==> src/rtl/hilo_md_unit_if.sv <==
// HI/LO unit ALU control codes and the EX-stage bus between the pipeline and hilo_md_unit.
// The package holds the HI/LO-related codes of the ALU control header, including the divide/multiply additions.
package hilo_md_pkg;
    localparam logic [4:0] ALU_MFHI  = 5'd20;
    localparam logic [4:0] ALU_MFLO  = 5'd21;
    localparam logic [4:0] ALU_MTHI  = 5'd22;
    localparam logic [4:0] ALU_MTLO  = 5'd23;
    localparam logic [4:0] ALU_DIV   = 5'd24;
    localparam logic [4:0] ALU_DIVU  = 5'd25;
    localparam logic [4:0] ALU_MULT  = 5'd26;
    localparam logic [4:0] ALU_MULTU = 5'd27;
endpackage

interface hilo_md_unit_if;
    logic [4:0]  alucontrolE;
    logic        validE;
    logic        flushE;
    logic [31:0] srcaE;
    logic [31:0] srcbE;
    logic        stallE;
    logic [31:0] hiloE;
    logic [31:0] hi_o;
    logic [31:0] lo_o;

    // master: the EX stage issuing operations; slave: the HI/LO unit
    modport master (
        output alucontrolE, validE, flushE, srcaE, srcbE,
        input  stallE, hiloE, hi_o, lo_o
    );
    modport slave (
        input  alucontrolE, validE, flushE, srcaE, srcbE,
        output stallE, hiloE, hi_o, lo_o
    );
endinterface

==> src/rtl/hilo_md_unit.sv <==
// HI/LO register unit: MFHI/MFLO/MTHI/MTLO plus a 33-cycle restoring divider.
// Define HILO_MULT_EN to add a single-cycle MULT/MULTU into {HI,LO}.
module hilo_md_unit
    import hilo_md_pkg::*;
(
    input  logic             clk,
    input  logic             resetn,
    hilo_md_unit_if.slave    md
);

    typedef enum logic [1:0] {
        S_IDLE = 2'd0,
        S_BUSY = 2'd1,
        S_DONE = 2'd2
    } state_t;

    state_t      state_q, state_d;
    logic [31:0] hi_q, hi_d;
    logic [31:0] lo_q, lo_d;
    logic [4:0]  cnt_q, cnt_d;
    logic [31:0] dvd_q, dvd_d;
    logic [31:0] dvs_q, dvs_d;
    logic [31:0] rem_q, rem_d;
    logic [31:0] quo_q, quo_d;
    logic        neg_quo_q, neg_quo_d;
    logic        neg_rem_q, neg_rem_d;
    logic        dvs_zero_q, dvs_zero_d;

    logic        accepted;
    logic        is_div;
    logic        start_div;
    logic        sign_a;
    logic        sign_b;
    logic [31:0] mag_a;
    logic [31:0] mag_b;
    logic [32:0] rem_shift;
    logic [32:0] rem_diff;
    logic        step_ge;
    logic [31:0] rem_step;
    logic [31:0] quo_step;
    logic [31:0] quo_final;
    logic [31:0] rem_final;

`ifdef HILO_MULT_EN
    logic        mul_signed;
    logic [63:0] mul_a;
    logic [63:0] mul_b;
    logic [63:0] mul_prod;
`endif

    assign accepted  = md.validE && !md.flushE && (state_q == S_IDLE);
    assign is_div    = (md.alucontrolE == ALU_DIV) || (md.alucontrolE == ALU_DIVU);
    assign start_div = accepted && is_div;

    // Signed divide runs on magnitudes; the sign flags fix up the result at the end.
    always_comb begin
        sign_a = (md.alucontrolE == ALU_DIV) && md.srcaE[31];
        sign_b = (md.alucontrolE == ALU_DIV) && md.srcbE[31];
        mag_a  = sign_a ? (~md.srcaE + 32'd1) : md.srcaE;
        mag_b  = sign_b ? (~md.srcbE + 32'd1) : md.srcbE;
    end

    always_comb begin
        rem_shift = {rem_q, dvd_q[31]};
        rem_diff  = rem_shift - {1'b0, dvs_q};
        step_ge   = !rem_diff[32];
        rem_step  = step_ge ? rem_diff[31:0] : rem_shift[31:0];
        quo_step  = {quo_q[30:0], step_ge};
        quo_final = neg_quo_q ? (~quo_step + 32'd1) : quo_step;
        rem_final = neg_rem_q ? (~rem_step + 32'd1) : rem_step;
    end

`ifdef HILO_MULT_EN
    // Low 64 bits of the product of sign-extended operands equal the signed product.
    always_comb begin
        mul_signed = (md.alucontrolE == ALU_MULT);
        mul_a      = {{32{mul_signed && md.srcaE[31]}}, md.srcaE};
        mul_b      = {{32{mul_signed && md.srcbE[31]}}, md.srcbE};
        mul_prod   = mul_a * mul_b;
    end
`endif

    // State register
    always_ff @(posedge clk) begin
        if (!resetn) begin
            state_q    <= S_IDLE;
            hi_q       <= 32'd0;
            lo_q       <= 32'd0;
            cnt_q      <= 5'd0;
            dvd_q      <= 32'd0;
            dvs_q      <= 32'd0;
            rem_q      <= 32'd0;
            quo_q      <= 32'd0;
            neg_quo_q  <= 1'b0;
            neg_rem_q  <= 1'b0;
            dvs_zero_q <= 1'b0;
        end else begin
            state_q    <= state_d;
            hi_q       <= hi_d;
            lo_q       <= lo_d;
            cnt_q      <= cnt_d;
            dvd_q      <= dvd_d;
            dvs_q      <= dvs_d;
            rem_q      <= rem_d;
            quo_q      <= quo_d;
            neg_quo_q  <= neg_quo_d;
            neg_rem_q  <= neg_rem_d;
            dvs_zero_q <= dvs_zero_d;
        end
    end

    // Next-state logic
    always_comb begin
        state_d = state_q;
        case (state_q)
            S_IDLE: begin
                if (start_div) state_d = S_BUSY;
            end
            S_BUSY: begin
                if (md.flushE)           state_d = S_IDLE;
                else if (cnt_q == 5'd31) state_d = S_DONE;
            end
            S_DONE: state_d = S_IDLE;
            default: state_d = S_IDLE;
        endcase
    end

    // Datapath: HI/LO writes and divider iteration
    always_comb begin
        hi_d       = hi_q;
        lo_d       = lo_q;
        cnt_d      = cnt_q;
        dvd_d      = dvd_q;
        dvs_d      = dvs_q;
        rem_d      = rem_q;
        quo_d      = quo_q;
        neg_quo_d  = neg_quo_q;
        neg_rem_d  = neg_rem_q;
        dvs_zero_d = dvs_zero_q;
        case (state_q)
            S_IDLE: begin
                if (accepted) begin
                    case (md.alucontrolE)
                        ALU_MTHI: hi_d = md.srcaE;
                        ALU_MTLO: lo_d = md.srcaE;
                        ALU_DIV, ALU_DIVU: begin
                            dvd_d      = mag_a;
                            dvs_d      = mag_b;
                            rem_d      = 32'd0;
                            quo_d      = 32'd0;
                            cnt_d      = 5'd0;
                            neg_quo_d  = sign_a ^ sign_b;
                            neg_rem_d  = sign_a;
                            dvs_zero_d = (md.srcbE == 32'd0);
                        end
`ifdef HILO_MULT_EN
                        ALU_MULT, ALU_MULTU: begin
                            hi_d = mul_prod[63:32];
                            lo_d = mul_prod[31:0];
                        end
`endif
                        default: ;
                    endcase
                end
            end
            S_BUSY: begin
                if (!md.flushE) begin
                    rem_d = rem_step;
                    quo_d = quo_step;
                    dvd_d = {dvd_q[30:0], 1'b0};
                    cnt_d = cnt_q + 5'd1;
                    // A zero divisor runs the full sequence but never commits.
                    if ((cnt_q == 5'd31) && !dvs_zero_q) begin
                        lo_d = quo_final;
                        hi_d = rem_final;
                    end
                end
            end
            default: ;
        endcase
    end

    // Outputs
    always_comb begin
        md.stallE = 1'b0;
        md.hiloE  = 32'd0;
        if (resetn) begin
            case (state_q)
                S_IDLE:  md.stallE = start_div;
                S_BUSY:  md.stallE = !md.flushE;
                default: md.stallE = 1'b0;
            endcase
            if (md.alucontrolE == ALU_MFHI)      md.hiloE = hi_q;
            else if (md.alucontrolE == ALU_MFLO) md.hiloE = lo_q;
        end
    end

    assign md.hi_o = hi_q;
    assign md.lo_o = lo_q;

endmodule
==> src/flat_wrapper.sv <==
// flat-port wrapper written by rule: the top's interface ports become plain ports
module hilo_md_unit_flat import hilo_md_pkg::*;
  (clk, resetn, md_alucontrolE, md_validE, md_flushE, md_srcaE, md_srcbE, md_stallE, md_hiloE, md_hi_o, md_lo_o);
  hilo_md_unit_if md_i ();
  input  logic clk;
  input  logic resetn;
  input wire logic [$bits(md_i.alucontrolE)-1:0] md_alucontrolE;
  input wire logic [$bits(md_i.validE)-1:0] md_validE;
  input wire logic [$bits(md_i.flushE)-1:0] md_flushE;
  input wire logic [$bits(md_i.srcaE)-1:0] md_srcaE;
  input wire logic [$bits(md_i.srcbE)-1:0] md_srcbE;
  output wire logic [$bits(md_i.stallE)-1:0] md_stallE;
  output wire logic [$bits(md_i.hiloE)-1:0] md_hiloE;
  output wire logic [$bits(md_i.hi_o)-1:0] md_hi_o;
  output wire logic [$bits(md_i.lo_o)-1:0] md_lo_o;
  assign md_i.alucontrolE = md_alucontrolE;
  assign md_i.validE = md_validE;
  assign md_i.flushE = md_flushE;
  assign md_i.srcaE = md_srcaE;
  assign md_i.srcbE = md_srcbE;
  assign md_stallE = md_i.stallE;
  assign md_hiloE = md_i.hiloE;
  assign md_hi_o = md_i.hi_o;
  assign md_lo_o = md_i.lo_o;
  hilo_md_unit u_core (.clk(clk), .resetn(resetn), .md(md_i));
endmodule
==> config.mk <==
export PLATFORM = sky130hd
export DESIGN_NAME = hilo_md_unit_flat
export DESIGN_NICKNAME = d
export VERILOG_FILES = /design/src/rtl/hilo_md_unit_if.sv /design/src/rtl/hilo_md_unit.sv /design/src/flat_wrapper.sv
export SDC_FILE = /design/constraint.sdc
export NUM_CORES = 1
export LEC_CHECK = 0
export ABC_AREA = 1
export CAP_MARGIN = 25
export CORE_MARGIN = 3
export CORE_UTILIZATION = 45
export CTS_BUF_LIST = sky130_fd_sc_hd__clkbuf_4 sky130_fd_sc_hd__clkbuf_8 sky130_fd_sc_hd__clkbuf_16
export DETAILED_ROUTE_END_ITERATION = 10
export PLACE_DENSITY = 0.66
export SYNTH_ARGS = -nofsm -noshare
export SYNTH_HDL_FRONTEND = slang
export SYNTH_SLANG_ARGS = --single-unit
==> constraint.sdc <==
create_clock -name clk -period 10 [get_ports clk]
set_input_delay 1 -clock clk [delete_from_list [all_inputs] [get_ports clk]]
set_output_delay 1 -clock clk [all_outputs]
set_load 0.005 [all_outputs]
== Yosys cells after proc, flatten, opt, wreduce, memory -nomap -nowiden ==
Index checks and enable logic that the tools add are counted.
Cells by class
  add/subtract/negate cells: 6
  multiply operators: 0
  divide/modulo/power cells: 0
  magnitude comparators: 0
  equality and inequality tests: 16
  shift operators: 0
  muxes and demuxes: 38
  bitwise operators: 5
  reduce and logical (&&, ||, !) cells: 19
Operators with widths (number)
  32-bit two-way mux: 22
  32-bit case mux with 2 select lines: 4
  32-bit by 1-bit adder with 32-bit output, second input constant: 4
  32-bit NOT: 4
  31-bit case mux with 2 select lines: 1
  5-bit == test, second input constant: 7
  33-bit by 32-bit subtractor with 33-bit output: 1
  32-bit logical NOT: 1
  31-bit two-way mux: 1
  5-bit two-way mux: 3
  5-bit case mux with 2 select lines: 1
  5-bit AND reduction: 2
  2-bit != test, second input constant: 4
  1-bit logical AND: 6
  2-bit two-way mux: 3
  2-bit by 1-bit != test with 1-bit output, second input constant: 3
  5-bit by 1-bit adder with 5-bit output, second input constant: 1
  2-bit case mux with 2 select lines: 1
  4-bit AND reduction: 1
  1-bit logical NOT: 3
  3-bit by 2-bit != test with 1-bit output, second input constant: 1
  3-bit AND reduction: 1
  2-bit by 1-bit == test with 1-bit output, second input constant: 1
  2-bit logical NOT: 1
  7 further kinds: 7
Storage, ports and cells
  register bits after elaboration: 201
  bits in latches: 0
  bits in writable memories: 0
  ROM bits: 0
  output and inout bits: 97
  logic and storage cells: 95
  memories: 0

== Depth between registers and ports, before layout ==
  depth after elaboration: 8
  gate-level depth with buffers: 31
  depth with buffers taken out: 29

== Least setup slack after synthesis ==
Ideal clock, no wire load.
  path type: reg-to-reg
  start point: reg u_core.dvd_q[31]
  end point: reg u_core.lo_q[28] (netlist: u_core.md.lo_o[28])
  library setup time: 74 ps
  arrival: 3647 ps
  data required time: 9926 ps
  setup slack: 6279 ps
  cell stages (with the launch flop): 31
  path buffers: 2
  period minus slack after synthesis: 3721 ps
  path through: dfxtp_1 -> inv_1 -> ha_1 -> inv_1 -> fa_1 -> nand2_1 -> nand2_1 -> nand3_2 -> nand2_2 -> nand2_4 -> nand2_4 -> nand2_4 -> nand3_4 -> nand2_4 -> buf_12 -> buf_6 -> ha_1 -> nand3_1 -> nor3_1 -> nand2_1 -> nor3_1 -> nand2_1 -> nor2_1 -> nand3_1 -> nor2_1 -> nand4_1 -> nand2_1 -> o21ai_0 -> a21oi_1 -> o21ai_0 -> a31oi_1
Between the ends
  word-level cells in the longest chain between the ends: 8
Ends and longest elaborated chain
  start: declaration: RTL line hilo_md_unit.sv:21  | logic [31:0] dvd_q, dvd_d;
  start signal: assignment: RTL line hilo_md_unit.sv:102  | dvd_q <= dvd_d;
  33-bit by 32-bit subtractor with 33-bit output: RTL line hilo_md_unit.sv:65  | rem_diff = rem_shift - {1'b0, dvs_q};
  1-bit logical NOT: RTL line hilo_md_unit.sv:66  | step_ge = !rem_diff[32];
  32-bit NOT: RTL line hilo_md_unit.sv:69  | quo_final = neg_quo_q ? (~quo_step + 32'd1) : quo_step;
  32-bit by 1-bit adder with 32-bit output: RTL line hilo_md_unit.sv:69
  32-bit two-way mux: RTL line hilo_md_unit.sv:69
  32-bit two-way mux: RTL line hilo_md_unit.sv:173  | if ((cnt_q == 5'd31) && !dvs_zero_q) begin
  32-bit two-way mux: RTL line hilo_md_unit.sv:167  | if (!md.flushE) begin
  32-bit case mux with 2 select lines: RTL line hilo_md_unit.sv:140  | case (state_q)
  end signal: assignment: RTL line hilo_md_unit.sv:100  | lo_q <= lo_d;
  end: declaration: RTL line hilo_md_unit.sv:19  | logic [31:0] lo_q, lo_d;
No other way between the ends. The select of a mux whose other input is x is not followed.
A chain may end at the register's enable or synchronous reset.

== Worst setup path in the final report ==
Same ends and word-level chain as after synthesis.

==> impl_metrics.json <==
{
  "run_status": "complete, no violations",
  "grt.total_usage_pct": 29.1,
  "dp.cells": 2995,
  "finalSetupViolations": 0,
  "hold_viol_final": 0,
  "crit_path_max_incr_delay_ps": 550,
  "synthesis.area_per_instance_um2": 6.11,
  "grt_max_degree": 79,
  "period_minus_slack_ps": 5140,
  "synthXorXnorAreaFrac_pct": 1.67,
  "clockRootBuffer": "clkbuf_16",
  "worstPathRequired_ps": 10460,
  "grt_pass1_wl_um": 84800,
  "worstSetupStartpointType": "register",
  "netlist_instances": 2485,
  "vdd_drop_max_mv": 0.118,
  "core_um2": 32900,
  "num_vias": 16900,
  "dieArea_um2": 36000,
  "drc": 0,
  "nNetsFinal": 2692,
  "synth.distinct_cells": 66,
  "netlist.area_leader.share_pct": 26.5,
  "initial_core_util_pct": 46.2,
  "min_period_over_period_pct": 51.4,
  "cts_buffers": 24,
  "leakage_nw": 7.95,
  "slew_violations": 0,
  "path_class": "reg2reg",
  "synth_area_leaders": "dfxtp_1 27%, nand2_1 15%, inv_1 7.8%, o21ai_0 7.0%, nor2_1 6.6%",
  "ctsResizeCount": 0,
  "routed_wl_um": 54400,
  "r2r-start": "u_core.dvd_q[31]$_SDFFE_PN0P_",
  "synth_fp_nets": 2597,
  "die_y_um": 190,
  "cp_max_fo": 47,
  "synth_edf_count": 0,
  "clock_latency_ps": 530,
  "fill_cells": 3449,
  "tightest_slew_ps": 993,
  "ant_nets": 0,
  "wire_per_inst_um": 17.9,
  "cts_setup_buffers": 0,
  "vias_per_cell": 5.55,
  "diodes": 0,
  "cts-hold-fix-buffers": 0,
  "die_w_um": 190,
  "critical_path.most_common_cell": "nand2_1",
  "hpwl_um": 41100,
  "fin_skew_ps": 14.4,
  "synthMuxAreaShare_pct": 0.0659,
  "synth-adder-area-share_pct": 3.26,
  "synth_top_family_by_area": "simple AND/OR/NAND/NOR gates",
  "io_pins": 170,
  "portBuffers": 169,
  "synth-main-ff-cell": "dfxtp_1",
  "routabilityCongestion": 0.932,
  "cp.arrival_ps": 5590,
  "worstHoldStart": "u_core.dvd_q[0]$_SDFFE_PN0P_",
  "synth_seq_cells": 201,
  "async_flop_share_pct": 0,
  "fin_setup_tns_ps": 0,
  "cts_buffer_depth": 3,
  "cts.sinks": 201,
  "fp-row-count": 66,
  "ys_seq_area_share_pct": 26.5,
  "startpoint": "u_core.dvd_q[31]$_SDFFE_PN0P_",
  "rsz0062_at_grt": "false",
  "antenna_found_initial": 0,
  "synth-compound-area-share_pct": 21.9,
  "syn_to_final_growth_pct": 17.9,
  "cts_tree": "built",
  "yosys.area_share.simple_pct": 34.5,
  "synth_area_um2": 15200,
  "crit_path_end_kind": "register",
  "dr.pass1.iters": 6,
  "min_path_type": "reg2reg",
  "max-cap-violations": 0,
  "first_global_vias": 15500,
  "dr.first_iter.drc_count": 1628,
  "ys_warn_count": 0,
  "htreeDepth": 1,
  "overflow": 0,
  "max_freq_mhz": 195,
  "fin_hold_ws_ps": 471,
  "slowest_stage": "nand2_4",
  "drive_above_1_share_pct": 7.04,
  "cts.clk_slew.worst_paths_ps": 60,
  "instances_no_fill": 3040,
  "synth_area_leader_cell": "dfxtp_1",
  "power_density_nw_per_um2": 133,
  "slew_headroom_pct": 33.8
}
-- worst max-delay path: cells and delay by family (launching register included) --
family | cells | cell delay (ps)
AOI/OAI and AO/OA | 4 | 540
adders and majority gates | 3 | 980
and+or+nand+nor | 19 | 2960
DFF | 1 | 320
buffers and inverters | 2 | 200
-- synth_stat cells, drive strengths merged (7+ instances only) --
cell,count
nand2,647
inv,325
nor2,283
o21ai,229
dfxtp,201
a21oi,198
nand3,169
clkbuf,89
o211ai,63
nor3,40
ha,38
a31oi,31
buf,30
nand4,22
xor2,18
o31ai,11
xnor2,11
a211oi,9
nand3b,7
nor4,7
-- flip-flops by register name (all words and copies together) (netlist names), 2 cells and up --
signal	flops
u_core.rem_q	32
u_core.md.lo_o	32
u_core.quo_q	31
u_core.cnt_q	5
u_core.state_q	2
u_core.md.hi_o	32
u_core.dvd_q	32
u_core.dvs_q	32
-- report_power, final --
part	leakage (nW)	internal, mW	switching, mW
sequential	1.62	0.809	0.00672
clock	0.405	0.542	0.369
combinational	5.93	0.198	0.449
total	7.95	1.55	0.824
-- path summary, 6_finish.rpt --
path / to / slack (ps) / depth (start not counted)
setup / recovery: u_core.md.lo_o[28]$_SDFFE_PN0P_ / 4860 / 28
hold / removal: u_core.dvd_q[0]$_SDFFE_PN0P_ / 470 / 2
setup reg to reg: u_core.md.lo_o[28]$_SDFFE_PN0P_ / 4860 / 28
hold reg to reg: u_core.dvd_q[0]$_SDFFE_PN0P_ / 470 / 2
-- layout by cell type (no fill, tap or decap), types with 6 or more instances in the layout --
cell,netlist,layout
nand2_1,590,590
inv_1,317,316
nor2_1,267,261
o21ai_0,211,211
dfxtp_1,201,201
a21oi_1,192,192
clkdlybuf4s50_1,0,168
nand3_1,163,163
o211ai_1,63,63
nand2_2,42,42
nor3_1,38,38
ha_1,38,38
a31oi_1,31,31
clkbuf_16,0,25
nand4_1,22,22
xor2_1,18,18
buf_4,7,18
nand2_4,13,13
nor2_4,9,13
o21ai_1,12,12
o31ai_1,11,11
xnor2_1,11,11
inv_2,8,10
a211oi_1,9,9
nor2_2,6,8
nand3b_1,7,7
nor4_1,7,7
a41oi_1,6,6
o21bai_1,6,6
clkbuf_8,0,6
-- stage by stage --
step / power (mW) / utilization (%) / worst slack, ps / area, um2
finish: 2.37 / 54.5 / 4860 / 17900
global route: 2.48 / 54.5 / 4420 / 17900
CTS: 2.37 / 54.4 / 4890 / 17900
detailed placement: 1.47 / 51.9 / 4890 / 17100
global placement: 1.46 / 51.7 / 4700 / 17000
floorplan: 1.31 / - / 6280 / 15200
-- routing by layer --
layer  wire length [um]  track usage (%)
met2              24100             46.7
met4               1520             7.99
met1              24900             41.3
met5                  0                0
met3               3890             3.70
-- logic make-up (layout without fill, tap and decap cells) --
group / after synthesis / count (layout)
AOI/OAI and AO/OA: 577 / 577
muxes: 1 / 1
and+or+nand+nor: 1187 / 1187
adders and majority gates: 39 / 39
DFF: 201 / 201
xor gates and xnor gates: 29 / 29
buffers and inverters: 451 / 564
-- final cells by class --
| class | instances | area, um2 | share of cell area (%) |
|---|---|---|---|
| Clock buffer | 36 | 746 | 4.17 |
| Clock inverter | 8 | 76.3 | 0.426 |
| Inverter | 331 | 1240 | 6.95 |
| Multi-Input combinational cell | 1833 | 9360 | 52.3 |
| Sequential cell | 201 | 4020 | 22.5 |
| Tap cell | 442 | 553 | 3.09 |
| Timing Repair Buffer | 189 | 1900 | 10.6 |
Note: power is estimated with default switching activity, not from simulation.
